**src/rtl/bridge_1xn_pkg.sv**
```systemverilog
// Shared constants and types for the 1-to-N data bridge: default slave windows,
// unmapped read word and the return-pipeline entry layout.
`timescale 1ns/1ps
package bridge_1xn_pkg;
    localparam int XLEN = 32;

    localparam logic [31:0] SRAM_BASE    = 32'h0000_0000;
    localparam logic [31:0] SRAM_MASK    = 32'hFFFF_0000;
    localparam logic [31:0] CONFREG_BASE = 32'h1FAF_0000;
    localparam logic [31:0] CONFREG_MASK = 32'hFFFF_0000;
    localparam logic [31:0] DEF_RDATA_C  = 32'hDEAD_BEEF;

    // Wide enough to index the largest supported slave count (8).
    localparam int IDX_W = 3;

    typedef struct packed {
        logic             valid;
        logic [IDX_W-1:0] idx;
        logic             miss;
        logic             is_read;
    } ret_ent_t;
endpackage

```
**src/rtl/bridge_addr_dec.sv**
```systemverilog
// Base/mask address decode with lowest-index priority; purely combinational,
// no backpressure.
`timescale 1ns/1ps
module bridge_addr_dec #(
    parameter int                        XLEN     = 32,
    parameter int                        N_SLAVE  = 4,
    parameter logic [N_SLAVE*XLEN-1:0]   SLV_BASE = '0,
    parameter logic [N_SLAVE*XLEN-1:0]   SLV_MASK = '0
) (
    input  logic                               en,
    input  logic [XLEN-1:0]                    addr,
    output logic [N_SLAVE-1:0]                 sel,
    output logic [bridge_1xn_pkg::IDX_W-1:0]   idx,
    output logic                               miss
);
    localparam int IW = bridge_1xn_pkg::IDX_W;

    logic [N_SLAVE-1:0] hit;

    always_comb begin
        hit = '0;
        sel = '0;
        idx = '0;
        for (int i = 0; i < N_SLAVE; i++) begin
            hit[i] = (addr & SLV_MASK[i*XLEN +: XLEN]) ==
                     (SLV_BASE[i*XLEN +: XLEN] & SLV_MASK[i*XLEN +: XLEN]);
        end
        // Walk downwards so the lowest hitting index is the one left standing.
        for (int i = N_SLAVE - 1; i >= 0; i--) begin
            if (hit[i]) begin
                sel    = '0;
                sel[i] = 1'b1;
                idx    = IW'(i);
            end
        end
    end

    assign miss = en & ~|hit;
endmodule

```
**src/rtl/bridge_1xn.sv**
```systemverilog
// Routes one SRAM-style master to N_SLAVE slaves; requests are zero-latency,
// read data returns RD_LATENCY cycles after the strobe; no backpressure.
`timescale 1ns/1ps
module bridge_1xn #(
    parameter int                        XLEN       = bridge_1xn_pkg::XLEN,
    parameter int                        N_SLAVE    = 4,
    parameter logic [N_SLAVE*XLEN-1:0]   SLV_BASE   = '0,
    parameter logic [N_SLAVE*XLEN-1:0]   SLV_MASK   = {N_SLAVE{bridge_1xn_pkg::SRAM_MASK}},
    parameter int                        RD_LATENCY = 1,
    parameter logic [XLEN-1:0]           DEF_RDATA  = bridge_1xn_pkg::DEF_RDATA_C
) (
    input  logic                      clk,
    input  logic                      reset,
    input  logic                      cpu_data_en,
    input  logic [3:0]                cpu_data_wen,
    input  logic [XLEN-1:0]           cpu_data_addr,
    input  logic [XLEN-1:0]           cpu_data_wdata,
    output logic [XLEN-1:0]           cpu_data_rdata,
    output logic                      cpu_data_err,
    output logic [N_SLAVE-1:0]        slv_en,
    output logic [4*N_SLAVE-1:0]      slv_wen,
    output logic [XLEN-1:0]           slv_addr,
    output logic [XLEN-1:0]           slv_wdata,
    input  logic [XLEN*N_SLAVE-1:0]   slv_rdata,
    output logic [15:0]               unmapped_cnt
);
    import bridge_1xn_pkg::*;

    if (N_SLAVE < 1 || N_SLAVE > 8) begin : g_bad_nslave
        $error("bridge_1xn: N_SLAVE must be in 1..8");
    end
    if (RD_LATENCY < 1 || RD_LATENCY > 2) begin : g_bad_latency
        $error("bridge_1xn: RD_LATENCY must be 1 or 2");
    end

    logic [N_SLAVE-1:0] sel;
    logic [IDX_W-1:0]   dec_idx;
    logic               dec_miss;

    bridge_addr_dec #(
        .XLEN     (XLEN),
        .N_SLAVE  (N_SLAVE),
        .SLV_BASE (SLV_BASE),
        .SLV_MASK (SLV_MASK)
    ) u_dec (
        .en   (cpu_data_en),
        .addr (cpu_data_addr),
        .sel  (sel),
        .idx  (dec_idx),
        .miss (dec_miss)
    );

    assign slv_en    = {N_SLAVE{cpu_data_en}} & sel;
    assign slv_addr  = cpu_data_addr;
    assign slv_wdata = cpu_data_wdata;

    for (genvar g = 0; g < N_SLAVE; g++) begin : g_wen
        assign slv_wen[4*g +: 4] = slv_en[g] ? cpu_data_wen : 4'b0000;
    end

    ret_ent_t                  cur;
    ret_ent_t [RD_LATENCY-1:0] pipe;
    ret_ent_t                  tail;
    logic [IDX_W-1:0]          ret_idx;
    logic                      ret_def;

    always_comb begin
        cur         = '0;
        cur.valid   = cpu_data_en;
        cur.idx     = dec_idx;
        cur.miss    = dec_miss;
        cur.is_read = (cpu_data_wen == 4'b0000);
    end

    assign tail = pipe[RD_LATENCY-1];

    always_ff @(posedge clk or negedge reset) begin
        if (!reset) begin
            pipe <= '0;
        end else begin
            pipe[0] <= cur;
            for (int i = 1; i < RD_LATENCY; i++) begin
                pipe[i] <= pipe[i-1];
            end
        end
    end

    logic rd_take;
    assign rd_take = tail.valid & tail.is_read;

    always_ff @(posedge clk or negedge reset) begin
        if (!reset) begin
            ret_idx <= '0;
            ret_def <= 1'b0;
        end else if (rd_take) begin
            ret_idx <= tail.idx;
            ret_def <= tail.miss;
        end
    end

    // The returning entry steers the mux in its own cycle; the held copy keeps
    // the output tracking the same slave until the next read returns.
    logic [IDX_W-1:0] mux_idx;
    logic             mux_def;
    assign mux_idx = rd_take ? tail.idx  : ret_idx;
    assign mux_def = rd_take ? tail.miss : ret_def;

    assign cpu_data_rdata = mux_def ? DEF_RDATA : slv_rdata[int'(mux_idx)*XLEN +: XLEN];
    assign cpu_data_err   = tail.valid & tail.miss;

    always_ff @(posedge clk or negedge reset) begin
        if (!reset) begin
            unmapped_cnt <= '0;
        end else if (cpu_data_err && unmapped_cnt != 16'hFFFF) begin
            unmapped_cnt <= unmapped_cnt + 16'd1;
        end
    end
endmodule

```
**config.mk**
```make
export PLATFORM = sky130hd
export DESIGN_NAME = bridge_1xn
export DESIGN_NICKNAME = d
export VERILOG_FILES = /design/src/rtl/bridge_1xn_pkg.sv /design/src/rtl/bridge_addr_dec.sv /design/src/rtl/bridge_1xn.sv
export SDC_FILE = /design/constraint.sdc
export NUM_CORES = 1
export LEC_CHECK = 0
export BUFFER_PORTS_ARGS = -buffer_cell sky130_fd_sc_hd__buf_2
export CORE_AREA = 2 2 131 133
export DETAILED_ROUTE_END_ITERATION = 10
export DIE_AREA = 0 0 133 135
export GPL_TIMING_DRIVEN = 0
export SYNTH_ARGS = -nofsm -noshare
export SYNTH_HDL_FRONTEND = slang
export SYNTH_SLANG_ARGS = --single-unit
export TNS_END_PERCENT = 1
```
**constraint.sdc**
```tcl
create_clock -name clk -period 4.45 [get_ports clk]
set_input_delay 0.2225 -clock clk [delete_from_list [all_inputs] [get_ports clk]]
set_output_delay 0.2225 -clock clk [all_outputs]
set_load 0.01 [all_outputs]
```
==> impl_metrics.env, run 1 <==
export IMPL_status="finished clean"
export IMPL_fmax_ghz=0.353
export IMPL_io_pins=332
export IMPL_slowest_stage="o31ai_1"
export IMPL_path_clk_slew_ns=0.06
export IMPL_swShare_pct=36.0
export IMPL_p_switching_w=0.000323
export IMPL_worstPathArrival_ns=2.61
export IMPL_leakage_nw=2.55
export IMPL_worstSetupPathType="flop to output pin"
export IMPL_syn2layout_area_growth_pct=63.5
export IMPL_relSlewSlack_pct=38.1
export IMPL_clkSinkCount=23
export IMPL_synth_avg_cell_area_um2=7.58
export IMPL_endpoint="cpu_data_rdata[18]"
export IMPL_synth_top_area_share_pct=21.4
export IMPL_firstDrtPassIters=4
export IMPL_final_util_pct=27.7
export IMPL_max_stage_delay_ns=0.39
export IMPL_crit_buf_inv=3
export IMPL_synth_edf_count=0
export IMPL_tightest_slew_ns=0.903
export IMPL_yosys_top_cells_count="buf_4, nand2_1, and3_1"
export IMPL_wl_mm=13.1
export IMPL_die_area_mm2=0.0180
export IMPL_synthFlopType="dfrtp_1"
export IMPL_worstSetupStartpointType="flop"
export IMPL_rows=47
export IMPL_die_h_um=135
export IMPL_crit_cells=7
export IMPL_drtIter0Drc=151
export IMPL_synthDistinctLibCells=38
export IMPL_rsz0062_at_grt="no"
export IMPL_setup_ws_ns=1.62
export IMPL_antenna_found_initial=3
export IMPL_netlist_top_cells_area="buf_4, dfrtp_1, nand2_1, o32ai_1, o31ai_1"
export IMPL_ff2ff_setup_slack_ns=2.32
export IMPL_maxSlewViolCount=0
export IMPL_grt_pass1_vias=3407
export IMPL_grt_pass1_wl_mm=18.4
export IMPL_fp_dieW_um=133
export IMPL_syn_cell_area_mm2=0.00278
export IMPL_initial_core_util_pct=16.9
export IMPL_routabilityCongestion=0.871
export IMPL_cp_cell_sequence="clkbuf_1, a21bo_1, nand2_1, buf_2, o32ai_1, o31ai_1, buf_2"
export IMPL_fin_crit_ns=2.83
export IMPL_cp_top_family="compound AO/OA/AOI/OAI gates"
export IMPL_hp_class="input port to flop"
export IMPL_whs_ns=0.0981
export IMPL_drive_above_1_share_pct=55.6
export IMPL_nets=854
export IMPL_wl_per_cell_um=15.0
export IMPL_h_tree_depth=1
export IMPL_maxCapViolations=0
export IMPL_internal_power_w=0.000574
export IMPL_cts_buffer_depth=2
export IMPL_reg2reg_depth=5
export IMPL_critPathMaxFanout=10
export IMPL_pre_cts_slack_ns=1.86
export IMPL_regArea_um2=576
export IMPL_avgViaCountPerCell=4.24
export IMPL_synth_seq_cells=23
export IMPL_r2r_start="unmapped_cnt[0]"
export IMPL_coreArea_mm2=0.0164
export IMPL_fill_cells=1813
export IMPL_hold_viol=0
export IMPL_worst_ep_required_time_ns=4.23
export IMPL_syn_inst=366
export IMPL_pwr_share_comb_pct=47.0
export IMPL_numCtsBuffers=3
export IMPL_grt_max_degree=24
export IMPL_clkLatencyLatePin_ns=0.26
export IMPL_cp_end_kind="output pin"
export IMPL_multi_input_area_mm2=0.00153
export IMPL_p_seq_share_pct=30.5
export IMPL_grt_overflow=0
export IMPL_pwr_share_clk_pct=22.4
export IMPL_n_antenna_cell=0
export IMPL_antenna_left=0
export IMPL_final_period_utilization_pct=63.6
export IMPL_async_reset_ff_share_pct=100
export IMPL_place_port_buffers=268
export IMPL_cts_tree="done"
export IMPL_finalSetupViolCount=0
export IMPL_yosysSeqAreaShare_pct=20.7
export IMPL_skew_ns=0.00951
export IMPL_min_path_cells=1
export IMPL_globalRouteTotalUtil_pct=13.0
export IMPL_yosysWarnings=0
export IMPL_crit_path_frequent_cell="buf_2"
export IMPL_critPathLaunch="ret_idx[0]"
export IMPL_ir_worst_vdd_v=0.000166
export IMPL_remaining_drc_errors=0
export IMPL_r2r_end="unmapped_cnt[12]"
export IMPL_cts_root_buf="clkbuf_16"
export IMPL_yosysMostFrequentCell="buf_4"
export IMPL_tns_ns=0
export IMPL_power_total_w=0.000897
export IMPL_dp_hpwl_mm=11.2
export IMPL_synth_top_area_cell="buf_4"
export IMPL_cts_resized=0
export IMPL_p_per_area_mw_per_mm2=198
export IMPL_via_count=3700
## worst min path at each step
stage                            from               to  slack [ns]
after floorplan                 reset          pipe[0]       -0.07
after global placement          reset  unmapped_cnt[0]        0.24
after detailed placement        reset  unmapped_cnt[0]        0.24
after CTS                 cpu_data_en          pipe[5]         0.1
after global routing      cpu_data_en          pipe[5]         0.1
final                     cpu_data_en          pipe[5]         0.1
## layer usage
metal / GRT usage (%) / share of wire (%)
met2: 23.9 / 50
met3: 2.67 / 8.8
met1: 16.1 / 40
met5: 0 / 0.12
met4: 1.61 / 0.46
## sequential cells by signal, indices dropped and copies added (netlist names)
signal and cells:
pipe 3, ret_def 1, unmapped_cnt 16, ret_idx 3
## metrics by stage
| stage | cell area, um^2 | cells |
|---|---|---|
| floorplan | 2830 | 380 |
| CTS | 4540 | 873 |
| finish | 4540 | 873 |
| global route | 4540 | 873 |
| detailed placement | 4440 | 868 |
| global placement | 4440 | 868 |
## layout make-up
class                           count  area share [%]
Buffer                            105            15.3
Timing Repair Buffer              269            29.8
Clock inverter                      1           0.165
Sequential cell                    23            12.7
Tap cell                          220            6.07
Clock buffer                        3            1.65
Multi-Input combinational cell    245            33.7
Inverter                            7           0.579
## logic make-up after synthesis
logic type	after synthesis	synth area share (%)
xor gates and xnor gates	11	3.47
adders and majority gates	1	0.451
AOI/OAI and AO/OA	82	22.9
other	1	0.135
buffers and inverters	112	26.0
muxes	3	1.31
and+or+nand+nor	133	25.0
DFF	23	20.7
## worst register-to-register path, stage by stage, from the launching register on
cell     delay, ns
dfrtp_1       0.41
ha_1          0.22
nand3_1       0.24
nor4_1        0.68
nand3_1       0.16
mux2_2        0.29
## power groups by stage
stage          logic (W)  registers (W)  clock network (W)
3_5_place_dp    0.000426       0.000278                  0
6_report        0.000422       0.000274           0.000201
2_1_floorplan   0.000213       0.000285                  0
5_1_grt         0.000464       0.000280           0.000220
4_1_cts         0.000427       0.000274           0.000211
3_3_place_gp    0.000422       0.000278                  0
## placed cells by master, fill, tap and decap left out, types with 15 or more instances in the layout
cell type,netlist,layout
and3_1,25,25
clkbuf_1,22,22
conb_1,1,15
a211oi_1,17,17
buf_2,4,272
o32ai_1,24,24
buf_4,79,79
dfrtp_1,23,23
nand2_1,56,56
o31ai_1,24,24
## timing repair
action                                 4_1_cts  5_1_grt
buffers inserted                             0        0
endpoints found under the hold margin       23        0
hold buffers                                 1        0
No activity file was read; power rests on OpenSTA's default activity.
==> inputs of run 2 (changes only) <==
==> constraint.sdc (replaced) <==
create_clock -name clk -period 2.58 [get_ports clk]
set_input_delay 0.129 -clock clk [delete_from_list [all_inputs] [get_ports clk]]
set_output_delay 0.129 -clock clk [all_outputs]
set_load 0.01 [all_outputs]
==> run 2 against run 1 <==
Net effect:
- global-route usage hardly changed
- combinational power rose by 73%
- count of clock-buffer cells in the layout stayed put
- clock power rose by 72%
- power grew 73%
- die area unchanged
==> impl_metrics.env, run 2 (same netlist as run 1, synthesis figures left out) <==
export IMPL_cp_cell_sequence="nand2_1, mux2i_2, clkbuf_1, o31ai_1, buf_2"
export IMPL_maxCapViolations=0
export IMPL_relSlewSlack_pct=53.9
export IMPL_cts_buffer_depth=2
export IMPL_reg_top3="unmapped_cnt (16), pipe (3), ret_idx (3)"
export IMPL_path_clk_slew_ns=0.06
export IMPL_critPathLaunch="pipe[5]"
export IMPL_reg2reg_depth=5
export IMPL_worstSetupStartpointType="flop"
export IMPL_rows=47
export IMPL_final_period_utilization_pct=93.6
export IMPL_clkLatencyLatePin_ns=0.26
export IMPL_tightest_slew_ns=0.685
export IMPL_io_pins=332
export IMPL_antenna_left=0
export IMPL_mostFrequentLayoutCell="buf_2"
export IMPL_finalSetupViolCount=0
export IMPL_dp_hpwl_mm=11.2
export IMPL_place_port_buffers=268
export IMPL_r2r_start="unmapped_cnt[0]"
export IMPL_worstSetupPathType="flop to output pin"
export IMPL_hold_end="pipe[5]"
export IMPL_hold_viol=0
export IMPL_firstDrtPassIters=5
export IMPL_status="finished clean"
export IMPL_p_per_area_mw_per_mm2=340
export IMPL_cp_end_kind="output pin"
export IMPL_final_cell_mix="buf_2, buf_4, nand2_1, and3_1"
export IMPL_place_area_mm2=0.00444
export IMPL_critPathMaxFanout=10
export IMPL_nets=853
export IMPL_min_path_cells=1
export IMPL_drtIter0Drc=187
export IMPL_via_count=3725
export IMPL_max_stage_delay_ns=0.55
export IMPL_numCtsBuffers=3
export IMPL_grt_max_degree=24
export IMPL_worstPathArrival_ns=2.29
export IMPL_avgViaCountPerCell=4.27
export IMPL_largest_reg_flops=16
export IMPL_routabilityCongestion=0.871
export IMPL_grt_overflow=0
export IMPL_syn2layout_area_growth_pct=64.0
export IMPL_slowest_stage="mux2i_2"
export IMPL_fmax_ghz=0.414
export IMPL_ir_worst_vdd_v=0.000287
export IMPL_rsz0062_at_grt="no"
export IMPL_drive_above_1_share_pct=56.6
export IMPL_grt_pass1_wl_mm=18.4
export IMPL_hp_class="input port to flop"
export IMPL_cts_root_buf="clkbuf_16"
export IMPL_r2r_end="unmapped_cnt[12]"
export IMPL_leakage_nw=2.55
export IMPL_antenna_found_initial=3
export IMPL_maxSlewViolCount=0
export IMPL_coreArea_mm2=0.0164
export IMPL_min_from="cpu_data_en"
export IMPL_ff2ff_setup_slack_ns=0.45
export IMPL_initial_core_util_pct=16.9
export IMPL_die_h_um=135
export IMPL_remaining_drc_errors=0
export IMPL_stdcell_area_mm2=0.00455
export IMPL_fp_dieW_um=133
export IMPL_worst_ep_required_time_ns=2.45
export IMPL_clkSinkCount=23
export IMPL_h_tree_depth=1
export IMPL_skew_ns=0.00982
export IMPL_wl_per_cell_um=15.0
export IMPL_cts_tree="done"
export IMPL_tns_ns=0
export IMPL_globalRouteTotalUtil_pct=13.0
export IMPL_crit_buf_inv=2
export IMPL_wl_mm=13.1
export IMPL_cp_top_family="buffers and inverters"
export IMPL_grt_pass1_vias=3405
export IMPL_die_area_mm2=0.0180
export IMPL_regMostFlops="unmapped_cnt"
export IMPL_fin_crit_ns=2.42
## run 2: changes by cell type in the layout (fill, tap and decap cells not counted)
cell,change
mux2i_1,-1
nand2_2,+1
nand2_1,-1
clkbuf_1,-4
clkbuf_2,+3
a21bo_1,-1
mux2i_2,+1
a21bo_4,+1
diode_2,+1
## run 2: timing repair
action,4_1_cts,5_1_grt
endpoints found under the hold margin,23,0
setup endpoints to repair,16,1
hold buffers,1,0
resized for setup,4,5
buffers inserted,0,0
## run 2: where the power goes
group / switching [W] / internal, W / total [W]
Sequential: 0.0000621 / 0.000411 / 0.000474
Clock: 0.000136 / 0.000210 / 0.000346
Combinational: 0.000359 / 0.000369 / 0.000728
Total: 0.000557 / 0.000991 / 0.00155
## run 2: worst max-delay path by stage
stage / endpoint / cells past startpoint
6_report: cpu_data_rdata[18] / 5
4_1_cts: cpu_data_rdata[18] / 7
3_5_place_dp: cpu_data_rdata[18] / 7
3_3_place_gp: cpu_data_rdata[18] / 7
2_1_floorplan: unmapped_cnt[1] / 5
5_1_grt: cpu_data_rdata[7] / 6
## run 2: cell type report
| cell class | count | area [um^2] |
|---|---|---|
| fillers | 1812 | 11900 |
| multi-input cells | 245 | 1540 |
| repair buffers | 269 | 1350 |
| plain buffers | 104 | 696 |
| flip-flops and latches | 23 | 576 |
| well taps | 220 | 275 |
| clock buffers | 3 | 75.1 |
| inverters | 7 | 26.3 |
| clock inverters | 1 | 7.51 |
| diodes | 1 | 2.50 |
## run 2: metal layers
metal	wire [um]	track usage, %	vias up
met2	6570	23.9	224
met4	89	1.61	2
met3	1300	2.67	10
li1	-	-	1812
met5	16	0	-
met1	5150	16.1	1677
## run 2: through the flow
stage | power (W) | utilization (%) | hold WS [ns] | std cells | setup WS (ns)
floorplan | 0.000857 | - | -0.167 | 380 | 0.765
global placement | 0.00121 | 27.1 | 0.142 | 868 | 0.0852
detailed placement | 0.00121 | 27.1 | 0.145 | 868 | 0.0835
CTS | 0.00158 | 27.7 | 0.00290 | 872 | 0.0833
global route | 0.00166 | 27.7 | 0.00279 | 872 | 0.0000364
finish | 0.00155 | 27.7 | 0.00496 | 873 | 0.165
==> inputs of run 3 (changes only) <==
--- a/config.mk
+++ b/config.mk
@@ -5,10 +5,11 @@
 export SDC_FILE = /design/constraint.sdc
 export NUM_CORES = 1
 export LEC_CHECK = 0
+export ABC_AREA = 1
 export BUFFER_PORTS_ARGS = -buffer_cell sky130_fd_sc_hd__buf_2
-export CORE_AREA = 2 2 131 133
+export CORE_AREA = 2 2 128 130
 export DETAILED_ROUTE_END_ITERATION = 10
-export DIE_AREA = 0 0 133 135
+export DIE_AREA = 0 0 130 132
 export GPL_TIMING_DRIVEN = 0
 export SYNTH_ARGS = -nofsm -noshare
 export SYNTH_HDL_FRONTEND = slang
==> run 3 against run 2 <==
Net effect:
- sequential share of layout area is 0.76 points lower
- core utilization rose by 3.1 points
- clock skew down 0.0079 ns
- power shrank 4.8%
- critical path depth up 4
- sequential power shrank 7.2%
- count of clock-buffer cells in the layout unchanged
- critical path type unchanged
- largest power group unchanged
- highest routed layer is now met4
==> impl_metrics.env, run 3 <==
export IMPL_worstSetupStartpointType="flop"
export IMPL_tns_ns=0
export IMPL_final_cell_mix="buf_2, nand2_1, buf_4, nand3_1, nor2_1"
export IMPL_drtIter0Drc=207
export IMPL_synth_avg_cell_area_um2=5.86
export IMPL_synth_seq_cells=23
export IMPL_pwr_share_clk_pct=24.2
export IMPL_skew_ns=0.00192
export IMPL_grt_max_degree=24
export IMPL_die_h_um=132
export IMPL_largest_reg_flops=16
export IMPL_whs_ns=0.00225
export IMPL_wl_per_cell_um=12.8
export IMPL_yosysSeqAreaShare_pct=18.6
export IMPL_synthDistinctLibCells=25
export IMPL_rows=46
export IMPL_pwr_share_comb_pct=45.9
export IMPL_p_switching_w=0.000532
export IMPL_syn2layout_area_growth_pct=56.9
export IMPL_hp_class="input port to flop"
export IMPL_ir_worst_vdd_v=0.000143
export IMPL_setup_ws_ns=0.412
export IMPL_cts_root_buf="clkbuf_16"
export IMPL_postCtsSetupBuffers=0
export IMPL_clkSinkCount=23
export IMPL_grt_pass1_wl_mm=19.5
export IMPL_syn_inst=527
export IMPL_synth_edf_count=0
export IMPL_yosysWarnings=0
export IMPL_cts_resized=0
export IMPL_globalRouteTotalUtil_pct=14.1
export IMPL_dp_hpwl_mm=11.1
export IMPL_io_pins=332
export IMPL_h_tree_depth=1
export IMPL_yosysMostFrequentCell="nand2_1"
export IMPL_wl_mm=13.2
export IMPL_cts_buffer_depth=2
export IMPL_maxCapViolations=0
export IMPL_regArea_um2=576
export IMPL_multi_input_area_mm2=0.00171
export IMPL_final_period_utilization_pct=84.0
export IMPL_fill_cells=1753
export IMPL_yosys_top_cells_count="nand2_1, buf_4, nand3_1"
export IMPL_finalSetupViolCount=0
export IMPL_via_count=4297
export IMPL_n_antenna_cell=0
export IMPL_rsz0062_at_grt="no"
export IMPL_synthFlopType="dfrtp_1"
export IMPL_maxSlewViolCount=0
export IMPL_regMostFlops="unmapped_cnt"
export IMPL_stdcell_area_mm2=0.00484
export IMPL_pre_cts_slack_ns=0.693
export IMPL_mostFrequentLayoutCell="buf_2"
export IMPL_worstSetupPathType="flop to output pin"
export IMPL_drive_above_1_share_pct=46.7
export IMPL_reg_top3="unmapped_cnt (16), pipe (3), ret_idx (3)"
export IMPL_syn_cell_area_mm2=0.00309
export IMPL_antenna_found_initial=0
export IMPL_hold_buffers=1
export IMPL_cts_tree="done"
export IMPL_p_seq_share_pct=29.9
export IMPL_path_clk_slew_ns=0.07
export IMPL_coreArea_mm2=0.0157
export IMPL_place_area_mm2=0.00475
export IMPL_tightest_slew_ns=0.588
export IMPL_firstDrtPassIters=5
export IMPL_async_reset_ff_share_pct=100
export IMPL_remaining_drc_errors=0
export IMPL_relSlewSlack_pct=60.8
export IMPL_routabilityCongestion=0.897
export IMPL_avgViaCountPerCell=4.17
export IMPL_worst_ep_required_time_ns=2.45
export IMPL_synth_top_area_cell="nand2_1"
export IMPL_critPathMaxFanout=10
export IMPL_p_per_area_mw_per_mm2=304
export IMPL_leakage_nw=2.87
export IMPL_die_area_mm2=0.0172
export IMPL_grt_overflow=0
export IMPL_status="finished clean"
export IMPL_nets=1015
export IMPL_grt_pass1_vias=3889
export IMPL_swShare_pct=36.1
export IMPL_hold_viol=0
export IMPL_internal_power_w=0.000942
export IMPL_numCtsBuffers=3
export IMPL_fp_dieW_um=130
export IMPL_fin_crit_ns=2.17
export IMPL_synth_top_area_share_pct=22.2
export IMPL_clkLatencyLatePin_ns=0.26
export IMPL_antenna_left=0
export IMPL_worstPathArrival_ns=2.04
export IMPL_netlist_top_cells_area="nand2_1, buf_4, dfrtp_1, nand3_1, nor2_1"
export IMPL_initial_core_util_pct=19.7
export IMPL_place_port_buffers=268
export IMPL_cp_end_kind="output pin"
export IMPL_fmax_ghz=0.461
## run 3: cell families after synthesis
group	Yosys count	share of synthesized area, %
simple gates	304	41.5
buf+inv	141	27.8
compound gates	52	10.2
flops	23	18.6
xor+xnor	5	1.42
fa+ha+maj	1	0.405
other cells	1	0.121
## run 3: critical path, cell delays in order, from the launching register on
cell and delay, ns:
dfrtp_1 0.37, nand2_1 0.17, nand2_2 0.20, inv_2 0.16
buf_2 0.29, nand2_1 0.08, nand3_1 0.13, nand3_1 0.14
nand2_1 0.09, buf_2 0.14
## run 3: path summary, 6_finish.rpt
path | startpoint | end | slack, ns | cells after the start
min reg2reg | ret_def | ret_def | 0.54 | 2
min | cpu_data_en | pipe[5] | 0.002 | 1
max in group asynchronous | reset | ret_idx[0] | 1.78 | 2
max reg2reg | unmapped_cnt[0] | unmapped_cnt[10] | 0.92 | 9
max | pipe[0] | cpu_data_rdata[28] | 0.41 | 9
min in group asynchronous | reset | unmapped_cnt[3] | 0.41 | 2
## run 3: routing by layer
metal | GRT usage [%] | up-vias | wire length (um)
li1 | - | 2165 | -
met1 | 18.2 | 1889 | 5410
met2 | 25.2 | 226 | 6510
met3 | 1.01 | 17 | 1020
met4 | 3.58 | 0 | 228
met5 | 0 | - | 0
## run 3: through the flow
stage               util [%]  power, W  instances
finish                  30.8   0.00147       1030
global route            30.8   0.00157       1030
CTS                     30.8   0.00149       1030
detailed placement      30.2   0.00113       1025
global placement        30.2   0.00112       1025
floorplan                  -  0.000801        541
## run 3: layout make-up
class / count / share of cell area, %
Inverter: 37 / 2.87
Buffer: 104 / 14.8
Clock inverter: 1 / 0.155
Timing Repair Buffer: 269 / 27.9
Sequential cell: 23 / 11.9
Multi-Input combinational cell: 377 / 35.3
Clock buffer: 3 / 1.55
Tap cell: 216 / 5.58
## run 3: power groups by stage
| stage | Combinational, W | Clock, W | Sequential (W) |
|---|---|---|---|
| after global placement | 0.000675 | 0 | 0.000445 |
| final | 0.000677 | 0.000357 | 0.000440 |
| after floorplan | 0.000350 | 0 | 0.000451 |
| after CTS | 0.000682 | 0.000370 | 0.000440 |
| after global routing | 0.000744 | 0.000376 | 0.000447 |
| after detailed placement | 0.000678 | 0 | 0.000447 |
